--- src/rtl/lsu_ctrl_pkg.sv ---
// Shared types for the load/store unit: funct3 codes, memory size and
// exception cause encodings, FSM states, decode result and lane helper.
package lsu_ctrl_pkg;

  localparam int unsigned DATA_W = 32;
  localparam int unsigned F3_W   = 3;
  localparam int unsigned RD_W   = 5;

  // RV32I load/store funct3 codes (stores reuse the first three)
  localparam logic [F3_W-1:0] F3_LB  = 3'b000;
  localparam logic [F3_W-1:0] F3_LH  = 3'b001;
  localparam logic [F3_W-1:0] F3_LW  = 3'b010;
  localparam logic [F3_W-1:0] F3_LBU = 3'b100;
  localparam logic [F3_W-1:0] F3_LHU = 3'b101;

  typedef enum logic [1:0] {
    SZ_BYTE = 2'b00,
    SZ_HALF = 2'b01,
    SZ_WORD = 2'b10
  } mem_size_e;

  typedef enum logic [1:0] {
    EXC_LD_MISALIGN = 2'b00,
    EXC_ST_MISALIGN = 2'b01,
    EXC_ACCESS      = 2'b10,
    EXC_ILLEGAL     = 2'b11
  } exc_cause_e;

  typedef enum logic [2:0] {
    S_IDLE    = 3'd0,
    S_ISSUE   = 3'd1,
    S_RD_WAIT = 3'd2,
    S_RESP    = 3'd3,
    S_FAULT   = 3'd4
  } state_e;

  typedef struct packed {
    mem_size_e size;
    logic      is_unsigned;
    logic      illegal;
    logic      misaligned;
    logic      access_fault;
  } dec_t;

  // Replicate store data across all byte lanes so the RAM can pick any lane
  function automatic logic [DATA_W-1:0] lane_data(input mem_size_e size,
                                                  input logic [DATA_W-1:0] wdata);
    case (size)
      SZ_BYTE: lane_data = {4{wdata[7:0]}};
      SZ_HALF: lane_data = {2{wdata[15:0]}};
      default: lane_data = wdata;
    endcase
  endfunction

endpackage

--- src/rtl/lsu_decode.sv ---
// Combinational request decode.
// Ports: i_funct3/i_is_store select the access; i_ea_lo are the two low
// address bits, i_ea_hi the bits that must be zero; o_dec carries size,
// signedness and the three independent fault flags (priority is applied
// by the caller).
module lsu_decode
  import lsu_ctrl_pkg::*;
#(
  parameter int unsigned ADDR_SIZE = 10
) (
  input  logic [F3_W-1:0]             i_funct3,
  input  logic                        i_is_store,
  input  logic [1:0]                  i_ea_lo,
  input  logic [DATA_W-ADDR_SIZE-1:0] i_ea_hi,
  output dec_t                        o_dec
);

  logic w_legal;

  always_comb begin
    w_legal = 1'b0;
    o_dec   = '0;

    case (i_funct3)
      F3_LB, F3_LH, F3_LW: w_legal = 1'b1;
      F3_LBU, F3_LHU:      w_legal = !i_is_store;
      default:             w_legal = 1'b0;
    endcase

    case (i_funct3[1:0])
      2'b00:   o_dec.size = SZ_BYTE;
      2'b01:   o_dec.size = SZ_HALF;
      default: o_dec.size = SZ_WORD;
    endcase

    o_dec.is_unsigned  = i_funct3[2];
    o_dec.illegal      = !w_legal;
    o_dec.misaligned   = ((o_dec.size == SZ_HALF) && i_ea_lo[0]) ||
                         ((o_dec.size == SZ_WORD) && (i_ea_lo != 2'b00));
    o_dec.access_fault = |i_ea_hi;
  end

endmodule

--- src/rtl/lsu_ctrl.sv ---
// Load/store unit: accepts one request, computes and checks the effective
// address, drives one RAM strobe cycle, then returns a registered load
// result / store completion or a one-cycle exception.
// Ports: req_* execute-stage request (req_ready high in IDLE only),
// flush kills an in-flight response, resp_* writeback pulse, exc_* fault
// pulse, busy stall, mem_* data RAM port B (mem_dout valid the cycle
// after mem_en_read). All outputs are registered.
module lsu_ctrl
  import lsu_ctrl_pkg::*;
#(
  parameter int unsigned ADDR_SIZE = 10,
  parameter int unsigned WORD_SIZE = 32
) (
  input  logic                 clk,
  input  logic                 rst_n,
  input  logic                 req_valid,
  output logic                 req_ready,
  input  logic                 req_is_store,
  input  logic [F3_W-1:0]      req_funct3,
  input  logic [WORD_SIZE-1:0] req_base,
  input  logic [WORD_SIZE-1:0] req_offset,
  input  logic [WORD_SIZE-1:0] req_wdata,
  input  logic [RD_W-1:0]      req_rd,
  input  logic                 flush,
  output logic                 resp_valid,
  output logic                 resp_we,
  output logic [RD_W-1:0]      resp_rd,
  output logic [WORD_SIZE-1:0] resp_rdata,
  output logic                 exc_valid,
  output logic [1:0]           exc_cause,
  output logic [WORD_SIZE-1:0] exc_addr,
  output logic                 busy,
  output logic                 mem_en_write,
  output logic                 mem_en_read,
  output logic [ADDR_SIZE-1:0] mem_addr,
  output logic [WORD_SIZE-1:0] mem_din,
  output logic [1:0]           mem_size,
  output logic                 mem_unsigned,
  input  logic [WORD_SIZE-1:0] mem_dout
);

  state_e                 r_state, w_state_nxt;
  logic                   r_is_store, w_is_store_nxt;
  logic [RD_W-1:0]        r_rd, w_rd_nxt;
  logic                   r_req_ready, w_req_ready_nxt;
  logic                   r_busy, w_busy_nxt;
  logic                   r_resp_valid, w_resp_valid_nxt;
  logic                   r_resp_we, w_resp_we_nxt;
  logic [RD_W-1:0]        r_resp_rd, w_resp_rd_nxt;
  logic [WORD_SIZE-1:0]   r_resp_rdata, w_resp_rdata_nxt;
  logic                   r_exc_valid, w_exc_valid_nxt;
  exc_cause_e             r_exc_cause, w_exc_cause_nxt;
  logic [WORD_SIZE-1:0]   r_exc_addr, w_exc_addr_nxt;
  logic                   r_mem_en_write, w_mem_en_write_nxt;
  logic                   r_mem_en_read, w_mem_en_read_nxt;
  logic [ADDR_SIZE-1:0]   r_mem_addr, w_mem_addr_nxt;
  logic [WORD_SIZE-1:0]   r_mem_din, w_mem_din_nxt;
  mem_size_e              r_mem_size, w_mem_size_nxt;
  logic                   r_mem_unsigned, w_mem_unsigned_nxt;

  logic [WORD_SIZE-1:0]   w_ea;
  dec_t                   w_dec;
  logic                   w_fault;

  assign w_ea    = req_base + req_offset;
  assign w_fault = w_dec.illegal | w_dec.misaligned | w_dec.access_fault;

  lsu_decode #(
    .ADDR_SIZE (ADDR_SIZE)
  ) u_decode (
    .i_funct3   (req_funct3),
    .i_is_store (req_is_store),
    .i_ea_lo    (w_ea[1:0]),
    .i_ea_hi    (w_ea[WORD_SIZE-1:ADDR_SIZE]),
    .o_dec      (w_dec)
  );

  // Next state and next registered outputs; mem_addr/size/unsigned hold
  // through RD_WAIT because the RAM extends the read data from them.
  always_comb begin
    w_state_nxt        = r_state;
    w_is_store_nxt     = r_is_store;
    w_rd_nxt           = r_rd;
    w_resp_valid_nxt   = 1'b0;
    w_resp_we_nxt      = r_resp_we;
    w_resp_rd_nxt      = r_resp_rd;
    w_resp_rdata_nxt   = r_resp_rdata;
    w_exc_valid_nxt    = 1'b0;
    w_exc_cause_nxt    = r_exc_cause;
    w_exc_addr_nxt     = r_exc_addr;
    w_mem_en_write_nxt = 1'b0;
    w_mem_en_read_nxt  = 1'b0;
    w_mem_addr_nxt     = r_mem_addr;
    w_mem_din_nxt      = r_mem_din;
    w_mem_size_nxt     = r_mem_size;
    w_mem_unsigned_nxt = r_mem_unsigned;

    case (r_state)
      S_IDLE: begin
        if (req_valid && !flush) begin
          if (w_fault) begin
            w_state_nxt     = S_FAULT;
            w_exc_valid_nxt = 1'b1;
            w_exc_addr_nxt  = w_ea;
            if (w_dec.illegal)         w_exc_cause_nxt = EXC_ILLEGAL;
            else if (w_dec.misaligned) w_exc_cause_nxt = req_is_store ? EXC_ST_MISALIGN
                                                                      : EXC_LD_MISALIGN;
            else                       w_exc_cause_nxt = EXC_ACCESS;
          end else begin
            w_state_nxt        = S_ISSUE;
            w_is_store_nxt     = req_is_store;
            w_rd_nxt           = req_rd;
            w_mem_en_write_nxt = req_is_store;
            w_mem_en_read_nxt  = !req_is_store;
            w_mem_addr_nxt     = w_ea[ADDR_SIZE-1:0];
            w_mem_din_nxt      = lane_data(w_dec.size, req_wdata);
            w_mem_size_nxt     = w_dec.size;
            w_mem_unsigned_nxt = w_dec.is_unsigned;
          end
        end
      end
      S_ISSUE: begin
        // A store's write is already on the bus; flush only drops the response
        if (flush) begin
          w_state_nxt = S_IDLE;
        end else if (r_is_store) begin
          w_state_nxt      = S_RESP;
          w_resp_valid_nxt = 1'b1;
          w_resp_we_nxt    = 1'b0;
          w_resp_rd_nxt    = r_rd;
          w_resp_rdata_nxt = '0;
        end else begin
          w_state_nxt = S_RD_WAIT;
        end
      end
      S_RD_WAIT: begin
        if (flush) begin
          w_state_nxt = S_IDLE;
        end else begin
          w_state_nxt      = S_RESP;
          w_resp_valid_nxt = 1'b1;
          w_resp_we_nxt    = 1'b1;
          w_resp_rd_nxt    = r_rd;
          w_resp_rdata_nxt = mem_dout;
        end
      end
      S_RESP:  w_state_nxt = S_IDLE;
      S_FAULT: w_state_nxt = S_IDLE;
      default: w_state_nxt = S_IDLE;
    endcase

    w_req_ready_nxt = (w_state_nxt == S_IDLE);
    w_busy_nxt      = (w_state_nxt != S_IDLE);
  end

  // State and output registers
  always_ff @(posedge clk or negedge rst_n) begin
    if (!rst_n) begin
      r_state        <= S_IDLE;
      r_is_store     <= 1'b0;
      r_rd           <= '0;
      r_req_ready    <= 1'b1;
      r_busy         <= 1'b0;
      r_resp_valid   <= 1'b0;
      r_resp_we      <= 1'b0;
      r_resp_rd      <= '0;
      r_resp_rdata   <= '0;
      r_exc_valid    <= 1'b0;
      r_exc_cause    <= EXC_LD_MISALIGN;
      r_exc_addr     <= '0;
      r_mem_en_write <= 1'b0;
      r_mem_en_read  <= 1'b0;
      r_mem_addr     <= '0;
      r_mem_din      <= '0;
      r_mem_size     <= SZ_BYTE;
      r_mem_unsigned <= 1'b0;
    end else begin
      r_state        <= w_state_nxt;
      r_is_store     <= w_is_store_nxt;
      r_rd           <= w_rd_nxt;
      r_req_ready    <= w_req_ready_nxt;
      r_busy         <= w_busy_nxt;
      r_resp_valid   <= w_resp_valid_nxt;
      r_resp_we      <= w_resp_we_nxt;
      r_resp_rd      <= w_resp_rd_nxt;
      r_resp_rdata   <= w_resp_rdata_nxt;
      r_exc_valid    <= w_exc_valid_nxt;
      r_exc_cause    <= w_exc_cause_nxt;
      r_exc_addr     <= w_exc_addr_nxt;
      r_mem_en_write <= w_mem_en_write_nxt;
      r_mem_en_read  <= w_mem_en_read_nxt;
      r_mem_addr     <= w_mem_addr_nxt;
      r_mem_din      <= w_mem_din_nxt;
      r_mem_size     <= w_mem_size_nxt;
      r_mem_unsigned <= w_mem_unsigned_nxt;
    end
  end

  assign req_ready    = r_req_ready;
  assign busy         = r_busy;
  assign resp_valid   = r_resp_valid;
  assign resp_we      = r_resp_we;
  assign resp_rd      = r_resp_rd;
  assign resp_rdata   = r_resp_rdata;
  assign exc_valid    = r_exc_valid;
  assign exc_cause    = r_exc_cause;
  assign exc_addr     = r_exc_addr;
  assign mem_en_write = r_mem_en_write;
  assign mem_en_read  = r_mem_en_read;
  assign mem_addr     = r_mem_addr;
  assign mem_din      = r_mem_din;
  assign mem_size     = r_mem_size;
  assign mem_unsigned = r_mem_unsigned;

endmodule

--- config.mk ---
export PLATFORM = sky130hd
export DESIGN_NAME = lsu_ctrl
export DESIGN_NICKNAME = d
export VERILOG_FILES = /design/src/rtl/lsu_ctrl_pkg.sv /design/src/rtl/lsu_decode.sv /design/src/rtl/lsu_ctrl.sv
export SDC_FILE = /design/constraint.sdc
export NUM_CORES = 1
export LEC_CHECK = 0
export CAP_MARGIN = 20
export CORE_MARGIN = 5
export CORE_UTILIZATION = 45
export DETAILED_ROUTE_END_ITERATION = 10
export GPL_ROUTABILITY_DRIVEN = 0
export GPL_TIMING_DRIVEN = 1
export PLACE_DENSITY = 0.8
export SYNTH_ARGS = -nofsm -noshare
export SYNTH_HDL_FRONTEND = slang
export SYNTH_SLANG_ARGS = --single-unit
--- constraint.sdc ---
create_clock -name clk -period 5.41 [get_ports clk]
set_input_delay 0.8115 -clock clk [delete_from_list [all_inputs] [get_ports clk]]
set_output_delay 0.8115 -clock clk [all_outputs]
set_load 0.01 [all_outputs]
==> run summary, run 1 <==
- multiplexer fraction of the synthesized cell area: 0.173
- routed vias/inst: 5.64
- post-synthesis share of cell area spent on full adders, half adders and majority gates: 0.0539
- clock insertion delay at the later pin of the skew report: 410 ps
- count of state elements after synthesis: 132
- net total in the final layout: 1126
- first-pass GRT wire length: 36200 um
- critical path data arrival time: 5190 ps
- Sequential cell area: 3300 um^2
- class of the tightest hold or removal check: reg -> reg
- async set-reset flop share out of synthesis: 1.00
- Crit path buffers/inverters: 2
- Int Power: 0.00236 W
- final critical-path required period: 4910 ps
- CTS tree: done
- Data required, critical path: 5690 ps
- starting density of the core: 0.458
- most common cell after layout, fill and taps aside: clkdlybuf4s50_1
- DIE WIDTH: 140 um
- Peak VDD IR: 0.000265 V
- Netlist cell types: 72
- buffers from clock root to sink, at most: 2
- worst hold slack: 478 ps
- number of antenna diodes: 0
- post-detailed-route wirelength per cell: 19.3 um
- Clk network pwr share: 0.356
- height of the die: 140 um
- total net switching power: 0.000926 W
- number of buffers created by CTS: 17
- layout overhead on the synthesized area: 45.4%
- port bufs: 263
- category of the most critical setup path: in -> reg
- run status: complete, no violations
- clock transition at the register clock pins on the worst setup and hold paths after CTS: 60 ps
- area fraction in compound gates after synthesis: 0.171
- largest net degree at the start of global routing: 101
- violation count after the first detailed-route iteration: 390
- footprint of the multi-input gates: 4020 um^2
- basic-gate share of the synthesized area counting and, or, nand and nor cells: 0.109
- buffers inserted by post-CTS timing repair: 0
- antenna-violating nets left: 0
- Synthesis Warnings: 0
- static power due to leakage: 4.96 nW
- Post-Route Skew: 9.17 ps
- unrepaired setup endpoints after global routing: false
- most frequent cells in the layout: clkdlybuf4s50_1, dfrtp_1, mux2_2
- DRC: 0
- post-synthesis instance total: 699
- Max Slew Vio Count: 0
- maximum achievable frequency: 0.204 GHz
- Synth Net Count: 872
- main flop type after synthesis: dfrtp_1
- via count of the first global-routing pass: 6750
- sequential-to-total area share from yosys stat: 0.437
- proportion of layout cells with a drive suffix above 1: 0.161
- post-synth top area share: 0.433
- slew at the pin closest to its max-slew limit: 906 ps
- Root Buffer: clkbuf_16
- DPL Wire Length: 17400 um
- setup violators final: 0
- crit path max fanout: 23
- Avg Synthesized Cell Area: 10.8 um^2
- EDFF count, synth: 0
- kind of end point of the critical path: flip-flop
- cell class contributing the biggest share of worst-path delay: compound AO/OA/AOI/OAI gates
- setup TNS: 0 ps
- number of antenna violations at the first check in global routing: 0
- Post-Synthesis Cell Area: 7570 um^2
- worst-path cell with the longest stage delay: or4_4
- XOR/XNOR Fraction of Synth Area: 0.0231
- residual overflow from global routing: 0
- worst-path cell chain: clkdlybuf4s50_1, ha_1, fa_1, a21o_1, a221o_2, and2_4, or3_1, a222oi_1, o211ai_1, or4_4, o31ai_4, buf_12, mux2_2
- Via Count: 6689
- proportion of power drawn by flip-flops and latches: 0.360
- biggest area contributors in the synthesized netlist: dfrtp_1, mux2_2, ha_1
- total die area: 19500 um^2
- part of the total power dissipated in combinational logic: 0.284
- cell area power density: 299 nW/um^2
- post-synthesis cell type with the largest combined area: dfrtp_1
- total detailed-routing wirelength: 22900 um
- CTS sink cnt: 132
- number of hold violations in the final report: 0
- delay of the slowest cell on the worst path: 610 ps
- Max-cap violations: 0
- number of fill cells: 1265
- main combinational cell family by area after synthesis: multiplexers
- number of H-tree levels: 4
- quantity of hold-fixing buffers added after cts: 0
- final worst path period share: 0.907
- I/O pin count: 264
- overall track demand over capacity in global routing: 0.230
- headroom to the max-slew limit: 0.396
- first-pass iteration count of the detailed router: 5
- core area: 16500 um^2
- number of core rows: 47
- critical path startpoint category: input pin
- count of cells resized by post-cts repair: 0
- Net Sw Frac: 0.282
==> area by class of cell <==
type,count,area share
repair buffers,274,0.249
clock inverters,12,0.0142
multi-input cells,512,0.365
well taps,220,0.0250
clock buffers,20,0.0406
flip-flops and latches,132,0.300
inverters,16,0.00546
==> cell usage after synthesis (all sizes together), types with 3 or more instances <==
| library cell | number |
|---|---|
| ha | 31 |
| dfrtp | 131 |
| mux2 | 98 |
| xnor2 | 10 |
| mux2i | 13 |
| o21a | 3 |
| buf | 10 |
| nand3b | 3 |
| o21ai | 36 |
| and2 | 13 |
| nand4 | 7 |
| xor2 | 10 |
| and3 | 4 |
| a211oi | 8 |
| nor4 | 11 |
| a22o | 35 |
| a221o | 3 |
| nor2 | 31 |
| nor3 | 15 |
| a2111oi | 3 |
| o211ai | 10 |
| a21o | 12 |
| a21oi | 51 |
| nand3 | 9 |
| nand2 | 51 |
| inv | 16 |
| or3 | 6 |
| clkbuf | 29 |
==> path summary, 6_finish.rpt <==
path | start | endpoint | slack, ps | cells after the start
max reg2reg | r_state[0] | mem_addr[8] | 2920 | 7
min | exc_addr[24] | exc_addr[24] | 480 | 1
max | req_base[0] | exc_addr[13] | 500 | 13
min reg2reg | exc_addr[24] | exc_addr[24] | 480 | 1
min in group asynchronous | rst_n | resp_rdata[10] | 510 | 1
max in group asynchronous | rst_n | exc_addr[7] | 3900 | 2
==> stage by stage <==
stage / cells / utilization / total power (W) / setup slack [ps] / instance area [um^2]
3_5_place_dp: 1154 / 0.629 / 0.00213 / 179 / 10400
2_1_floorplan: 699 / - / 0.00163 / 745 / 7570
3_3_place_gp: 1154 / 0.629 / 0.00211 / 267 / 10400
5_1_grt: 1186 / 0.666 / 0.00344 / 412 / 11000
6_report: 1186 / 0.666 / 0.00329 / 503 / 11000
4_1_cts: 1186 / 0.666 / 0.00331 / 605 / 11000
==> state kept, by name, indices dropped and copies added (netlist names), 2 cells and up <==
signal,flops
mem_din,32
mem_addr,10
r_rd,5
resp_rdata,32
exc_addr,32
resp_rd,5
mem_size,2
exc_cause,2
r_state,3
==> per-layer routing <==
layer / vias to the layer above / track usage / routed length [um]
met4: 0 / 0.0719 / 534
li1: 3119 / - / -
met2: 295 / 0.385 / 11300
met3: 37 / 0.0700 / 1940
met1: 3238 / 0.287 / 9130
met5: - / 0 / 0
==> power groups by stage <==
stage          Combinational, W  Sequential (W)  Clock (W)
5_1_grt                 0.00101         0.00119    0.00124
6_report               0.000933         0.00118    0.00117
2_1_floorplan          0.000404         0.00123          0
3_5_place_dp           0.000931         0.00120          0
4_1_cts                0.000936         0.00118    0.00119
3_3_place_gp           0.000913         0.00120          0
==> cells by family after synthesis <==
family / count (synthesis)
flops: 132
fa+ha+maj: 32
xor+xnor: 20
buf+inv: 55
mux: 111
compound gates: 187
simple gates: 162
Note: power is estimated with default switching activity, not from simulation.
==> run 2, diff against run 1 <==
--- a/config.mk
+++ b/config.mk
@@ -11,6 +11,7 @@
 export DETAILED_ROUTE_END_ITERATION = 10
 export GPL_ROUTABILITY_DRIVEN = 0
 export GPL_TIMING_DRIVEN = 1
+export MAX_ROUTING_LAYER = met4
 export PLACE_DENSITY = 0.8
 export SYNTH_ARGS = -nofsm -noshare
 export SYNTH_HDL_FRONTEND = slang
==> run 2 against run 1 <==
- core utilization is the same
- global-route usage rose by 0.68 points
- die area unchanged
- combinational power about the same
- fmax is 0.64% lower
- critical path type unchanged
- power increased by 0.11%
- critical endpoint is now exc_addr[23]
==> run summary, run 2 (synthesized netlist as in run 1, its figures left out) <==
- static power due to leakage: 4.96 nW, unchanged
- Via Count: 6672, -0.25%
- violation count after the first detailed-route iteration: 395, +1.3%
- crit path max fanout: 12, -48%
- DIE WIDTH: 140 um, unchanged
- CTS sink cnt: 132, unchanged
- proportion of layout cells with a drive suffix above 1: 0.161, unchanged
- first-pass iteration count of the detailed router: 6, +1
- number of antenna violations at the first check in global routing: 0, unchanged
- buffers inserted by post-CTS timing repair: 0, unchanged
- Root Buffer: clkbuf_16
- post-detailed-route wirelength per cell: 19.3 um, +0.12%
- number of H-tree levels: 4, unchanged
- unrepaired setup endpoints after global routing: false
- maximum achievable frequency: 0.202 GHz, -0.64%
- cell area power density: 299 nW/um^2, +0.11%
- number of core rows: 47, unchanged
- total die area: 19500 um^2, unchanged
- net total in the final layout: 1126, unchanged
- starting density of the core: 0.458, unchanged
- residual overflow from global routing: 0, unchanged
- critical path startpoint category: input pin
- Peak VDD IR: 0.000264 V, -0.46%
- number of antenna diodes: 0, unchanged
- Max-cap violations: 0, unchanged
- Reg2Reg Launch Point: r_state[0]
- category of the most critical setup path: in -> reg
- most common cell after layout, fill and taps aside: clkdlybuf4s50_1
- height of the die: 140 um, unchanged
- final critical-path setup slack: 471 ps, -31.8 ps
- routed vias/inst: 5.63, -0.25%
- Post-Place Cells: 1154, unchanged
- kind of end point of the critical path: flip-flop
- slew at the pin closest to its max-slew limit: 895 ps, -10.5 ps
- buffers from clock root to sink, at most: 2, unchanged
- filler-free cell count of the finished design: 1186, unchanged
- DPL Wire Length: 17400 um, unchanged
- core area: 16500 um^2, unchanged
- most frequent cells in the layout: clkdlybuf4s50_1, dfrtp_1, mux2_2
- class of the tightest hold or removal check: reg -> reg
- source of the critical timing path: req_base[0]
- total detailed-routing wirelength: 22900 um, +0.12%
- Design Power: 0.00329 W, +0.11%
- footprint of the multi-input gates: 4020 um^2, unchanged
- number of fill cells: 1265, unchanged
- CTS tree: done
- first-pass GRT wire length: 36200 um, about the same
- Data required, critical path: 5700 ps, about the same
- antenna-violating nets left: 0, unchanged
- number of hold violations in the final report: 0, unchanged
- design area: 11000 um^2, unchanged
- worst slack at placement: 179 ps, unchanged
- port bufs: 263, unchanged
- run status: complete, no violations
- depth of the worst register-to-register path: 7, unchanged
- Max Slew Vio Count: 0, unchanged
- Post-Route Skew: 9.40 ps, +0.226 ps
- headroom to the max-slew limit: 0.403, +0.00703
- clock transition at the register clock pins on the worst setup and hold paths after CTS: 60 ps, about the same
- critical path data arrival time: 5230 ps, +40 ps
- setup violators final: 0, unchanged
- HP Start: exc_addr[24]
- setup TNS: 0 ps, unchanged
- number of buffers created by CTS: 17, unchanged
- hold path depth: 1, unchanged
- I/O pin count: 264, unchanged
- total placed instance area: 10400 um^2, unchanged
- overall track demand over capacity in global routing: 0.237, +0.00678
- clock insertion delay at the later pin of the skew report: 410 ps, about the same
- largest net degree at the start of global routing: 101, unchanged
- Sequential cell area: 3300 um^2, unchanged
- layout overhead on the synthesized area: 45.4%, unchanged
- via count of the first global-routing pass: 6762, +0.18%
- count of cells resized by post-cts repair: 0, unchanged
- final worst path period share: 0.913, +0.00589
- DRC: 0, unchanged
- final critical-path required period: 4940 ps, +31.8 ps
- quantity of hold-fixing buffers added after cts: 0, unchanged
## run 2: power breakdown
| group | internal [W] | switching [W] | leakage [nW] |
|---|---|---|---|
| registers | 0.00110 | 0.0000810 | 1.74 |
| logic | 0.000520 | 0.000415 | 2.93 |
| clock network | 0.000738 | 0.000433 | 0.283 |
| total | 0.00236 | 0.000929 | 4.96 |
## run 2: layout make-up
class,instances,share of cell area
clock inverter,12,0.0142
inverter,16,0.00546
timing repair buffer,274,0.249
clock buffer,20,0.0406
sequential,132,0.300
multi-input combinational,512,0.365
tap,220,0.0250
## run 2: final timing paths
path / slack [ps] / to
max in group asynchronous: 3880 / exc_addr[7]
min in group asynchronous: 520 / resp_rdata[10]
max reg2reg: 2940 / mem_addr[8]
min reg2reg: 470 / exc_addr[24]
max: 470 / exc_addr[23]
min: 470 / exc_addr[24]
## run 2: through the flow
| stage | hold slack (ps) | utilization |
|---|---|---|
| floorplan | 446 | - |
| global placement | 464 | 0.629 |
| detailed placement | 467 | 0.629 |
| CTS | 480 | 0.666 |
| global route | 504 | 0.666 |
| finish | 474 | 0.666 |
## run 2: critical path, stage by stage
cell and delay [ps]:
clkdlybuf4s50_1 400, ha_1 240, fa_1 410, a21o_1 220, a221o_2 420, and2_4 180
or3_1 320, a222oi_1 470, o211ai_1 200, or4_4 610, o31ai_4 330, buf_4 280
mux2_4 320
## run 2: metal layers
metal	vias up	part of all wire	track usage
li1	3128	-	-
met1	3204	0.41	0.292
met2	300	0.49	0.385
met3	40	0.079	0.0611
met4	0	0.025	0.0719
met5	-	0	-
==> run 3, diff against run 2 <==
--- a/config.mk
+++ b/config.mk
@@ -6,11 +6,11 @@
 export NUM_CORES = 1
 export LEC_CHECK = 0
 export CAP_MARGIN = 20
-export CORE_MARGIN = 5
+export CORE_MARGIN = 2
 export CORE_UTILIZATION = 45
 export DETAILED_ROUTE_END_ITERATION = 10
 export GPL_ROUTABILITY_DRIVEN = 0
-export GPL_TIMING_DRIVEN = 1
+export GPL_TIMING_DRIVEN = 0
 export MAX_ROUTING_LAYER = met4
 export PLACE_DENSITY = 0.8
 export SYNTH_ARGS = -nofsm -noshare
==> run 3 against run 2 <==
- combinational power decreased by 1%
- sequential power about the same
- via count increased by 0.94%
- cell count increased by 2.4%
- flip-flop and latch count unchanged
- clock power increased by 8%
- power increased by 2.1%
- clock skew increased by 1.5 ps
- wire length decreased by 3.9%
- die area decreased by 8.4%
- critical path depth unchanged
- hold slack got worse by 180 ps
- critical path type unchanged
==> run summary, run 3 (synthesized netlist as in run 1, its figures left out) <==
- run status: complete, no violations
- via count of the first global-routing pass: 6662, -1.5%
- final critical-path required period: 5250 ps, +309 ps
- worst-path cell chain: clkdlybuf4s50_1, ha_1, fa_1, a21o_1, a221o_2, and2_4, or4b_1, and3_1, or4_1, or3_4, o31ai_4, buf_8, mux2_4
- CTS sink cnt: 132, unchanged
- kind of end point of the critical path: flip-flop
- Design Power: 0.00336 W, +2.1%
- cell class contributing the biggest share of worst-path delay: simple AND/OR/NAND/NOR gates
- cell area power density: 301 nW/um^2, +0.75%
- headroom to the max-slew limit: 0.334, -0.0695
- number of antenna violations at the first check in global routing: 0, unchanged
- worst slack at placement: -215 ps, -394 ps
- net total in the final layout: 1155, +2.6%
- class of the tightest hold or removal check: in -> async
- total detailed-routing wirelength: 22000 um, -3.9%
- critical path data arrival time: 5540 ps, +310 ps
- register-to-register path setup slack: 2470 ps, -470 ps
- Detail Route met3 WL: 1470 um, -18%
- port bufs: 263, unchanged
- CTS tree: done
- worst flop-to-flop path endpoint: mem_addr[7]
- Peak VDD IR: 0.000232 V, -12%
- M1 wire length: 9390 um, +0.89%
- largest net degree at the start of global routing: 98, -3.0%
- clock insertion delay at the later pin of the skew report: 410 ps, about the same
- destination of the critical timing path: exc_addr[2]
- Data required, critical path: 5700 ps, about the same
- clock transition at the register clock pins on the worst setup and hold paths after CTS: 60 ps, about the same
- DIE WIDTH: 134 um, -4.3%
- slew at the pin closest to its max-slew limit: 996 ps, +101 ps
- highest layer used for signal routing: met4
- first-pass iteration count of the detailed router: 6, unchanged
- footprint of the multi-input gates: 4020 um^2, about the same
- routed vias/inst: 5.55, -1.4%
- Post-Route Skew: 10.9 ps, +1.53 ps
- Crit path buffers/inverters: 2, unchanged
- Sequential cell area: 3300 um^2, unchanged
- quantity of hold-fixing buffers added after cts: 0, unchanged
- buffers inserted by post-CTS timing repair: 0, unchanged
- residual overflow from global routing: 0, unchanged
- most frequent cells in the layout: clkdlybuf4s50_1, dfrtp_1, mux2_2
- number of antenna diodes: 0, unchanged
- setup violators final: 0, unchanged
- Clk network pwr share: 0.374, +0.018
- category of the most critical setup path: in -> reg
- total die area: 17900 um^2, -8.4%
- number of core rows: 47, unchanged
- Crit. path cell count: 13, unchanged
- final worst path period share: 0.970, +0.0571
- first-pass GRT wire length: 34900 um, -3.6%
- I/O pin count: 264, unchanged
- setup TNS: 0 ps, unchanged
- Max-cap violations: 0, unchanged
- layout overhead on the synthesized area: 47.3%
- proportion of power drawn by flip-flops and latches: 0.350, -0.010
- height of the die: 134 um, -4.3%
- Max Slew Vio Count: 0, unchanged
- static power due to leakage: 5.02 nW, +1.2%
- most common cell after layout, fill and taps aside: clkdlybuf4s50_1
- starting density of the core: 0.458, unchanged
- antenna-violating nets left: 0, unchanged
- count of cells resized by post-cts repair: 0, unchanged
- unrepaired setup endpoints after global routing: false
- detailed route wirelength on metal2: 10700 um, -4.2%
- proportion of layout cells with a drive suffix above 1: 0.155, -0.00656
- depth of the worst register-to-register path: 8, +1
- number of hold violations in the final report: 0, unchanged
- number of H-tree levels: 4, unchanged
- number of buffers created by CTS: 17, unchanged
- final critical-path setup slack: 162 ps, -309 ps
- source of the critical timing path: req_base[0]
- worst-path cell with the longest stage delay: o31ai_4
- total net switching power: 0.000907 W, -2.4%
- DPL Wire Length: 16900 um, -3.4%
- Int Power: 0.00245 W, +3.9%
- overall track demand over capacity in global routing: 0.256, +0.0186
- post-detailed-route wirelength per cell: 18.1 um, -6.1%
- Net Sw Frac: 0.270, -0.0124
- crit path max fanout: 10, -2
- number of fill cells: 1279, +1.1%
- delay of the slowest cell on the worst path: 640 ps, +30 ps
- Root Buffer: clkbuf_16
- buffers from clock root to sink, at most: 2, unchanged
- total placed instance area: 10500 um^2, +1.0%
- Via Count: 6735, +0.94%
- design area: 11200 um^2, +1.4%
- core area: 16500 um^2, unchanged
- violation count after the first detailed-route iteration: 379, -4.1%
- Reg2Reg Launch Point: r_state[0]
- part of the total power dissipated in combinational logic: 0.276, -0.008
- maximum achievable frequency: 0.191 GHz, -5.9%
- critical path startpoint category: input pin
- DRC: 0, unchanged
==> run 3: cell count changes in the layout (fill, tap and decap cells not counted), moves of 2 or more <==
cell,delta
clkbuf_1,+28
buf_4,-9
buf_2,+5
clkinvlp_4,-3
buf_12,-2
buf_6,+2
buf_8,+2
bufinv_16,+2
==> run 3: worst min path at each step <==
| stage | slack [ps] | start | to |
|---|---|---|---|
| 2_1_floorplan | 450 | r_state[2] | r_state[1] |
| 3_5_place_dp | 470 | resp_we | resp_we |
| 6_report | 290 | rst_n | mem_din[11] |
| 5_1_grt | 300 | rst_n | mem_din[11] |
| 3_3_place_gp | 460 | resp_we | resp_we |
| 4_1_cts | 290 | rst_n | mem_din[3] |
==> run 3: final cells by class <==
| cell class | instances | area share |
|---|---|---|
| repair buffers | 264 | 0.239 |
| well taps | 220 | 0.0247 |
| multi-input cells | 512 | 0.360 |
| clock buffers | 19 | 0.0397 |
| inverters | 16 | 0.00539 |
| plain buffers | 39 | 0.0171 |
| flip-flops and latches | 132 | 0.296 |
| clock inverters | 12 | 0.0182 |
==> run 3: metal layers <==
| metal | vias up | global-route usage |
|---|---|---|
| met3 | 35 | 0.0616 |
| met5 | - | - |
| met1 | 3266 | 0.324 |
| met4 | 0 | 0.0816 |
| li1 | 3176 | - |
| met2 | 258 | 0.404 |
==> run 3: power by group through the flow <==
stage / clock network (W) / logic, W / registers, W
after floorplan: 0 / 0.000404 / 0.00123
after global routing: 0.00134 / 0.000998 / 0.00119
after detailed placement: 0 / 0.000923 / 0.00119
after CTS: 0.00128 / 0.000927 / 0.00118
final: 0.00126 / 0.000926 / 0.00118
after global placement: 0 / 0.000909 / 0.00119
==> run 3: stage by stage <==
stage               hold slack, ps  utilization  instances
global route                   296        0.675       1214
detailed placement             473        0.636       1183
floorplan                      446            -        699
finish                         292        0.675       1214
global placement               461        0.634       1182
CTS                            293        0.675       1214
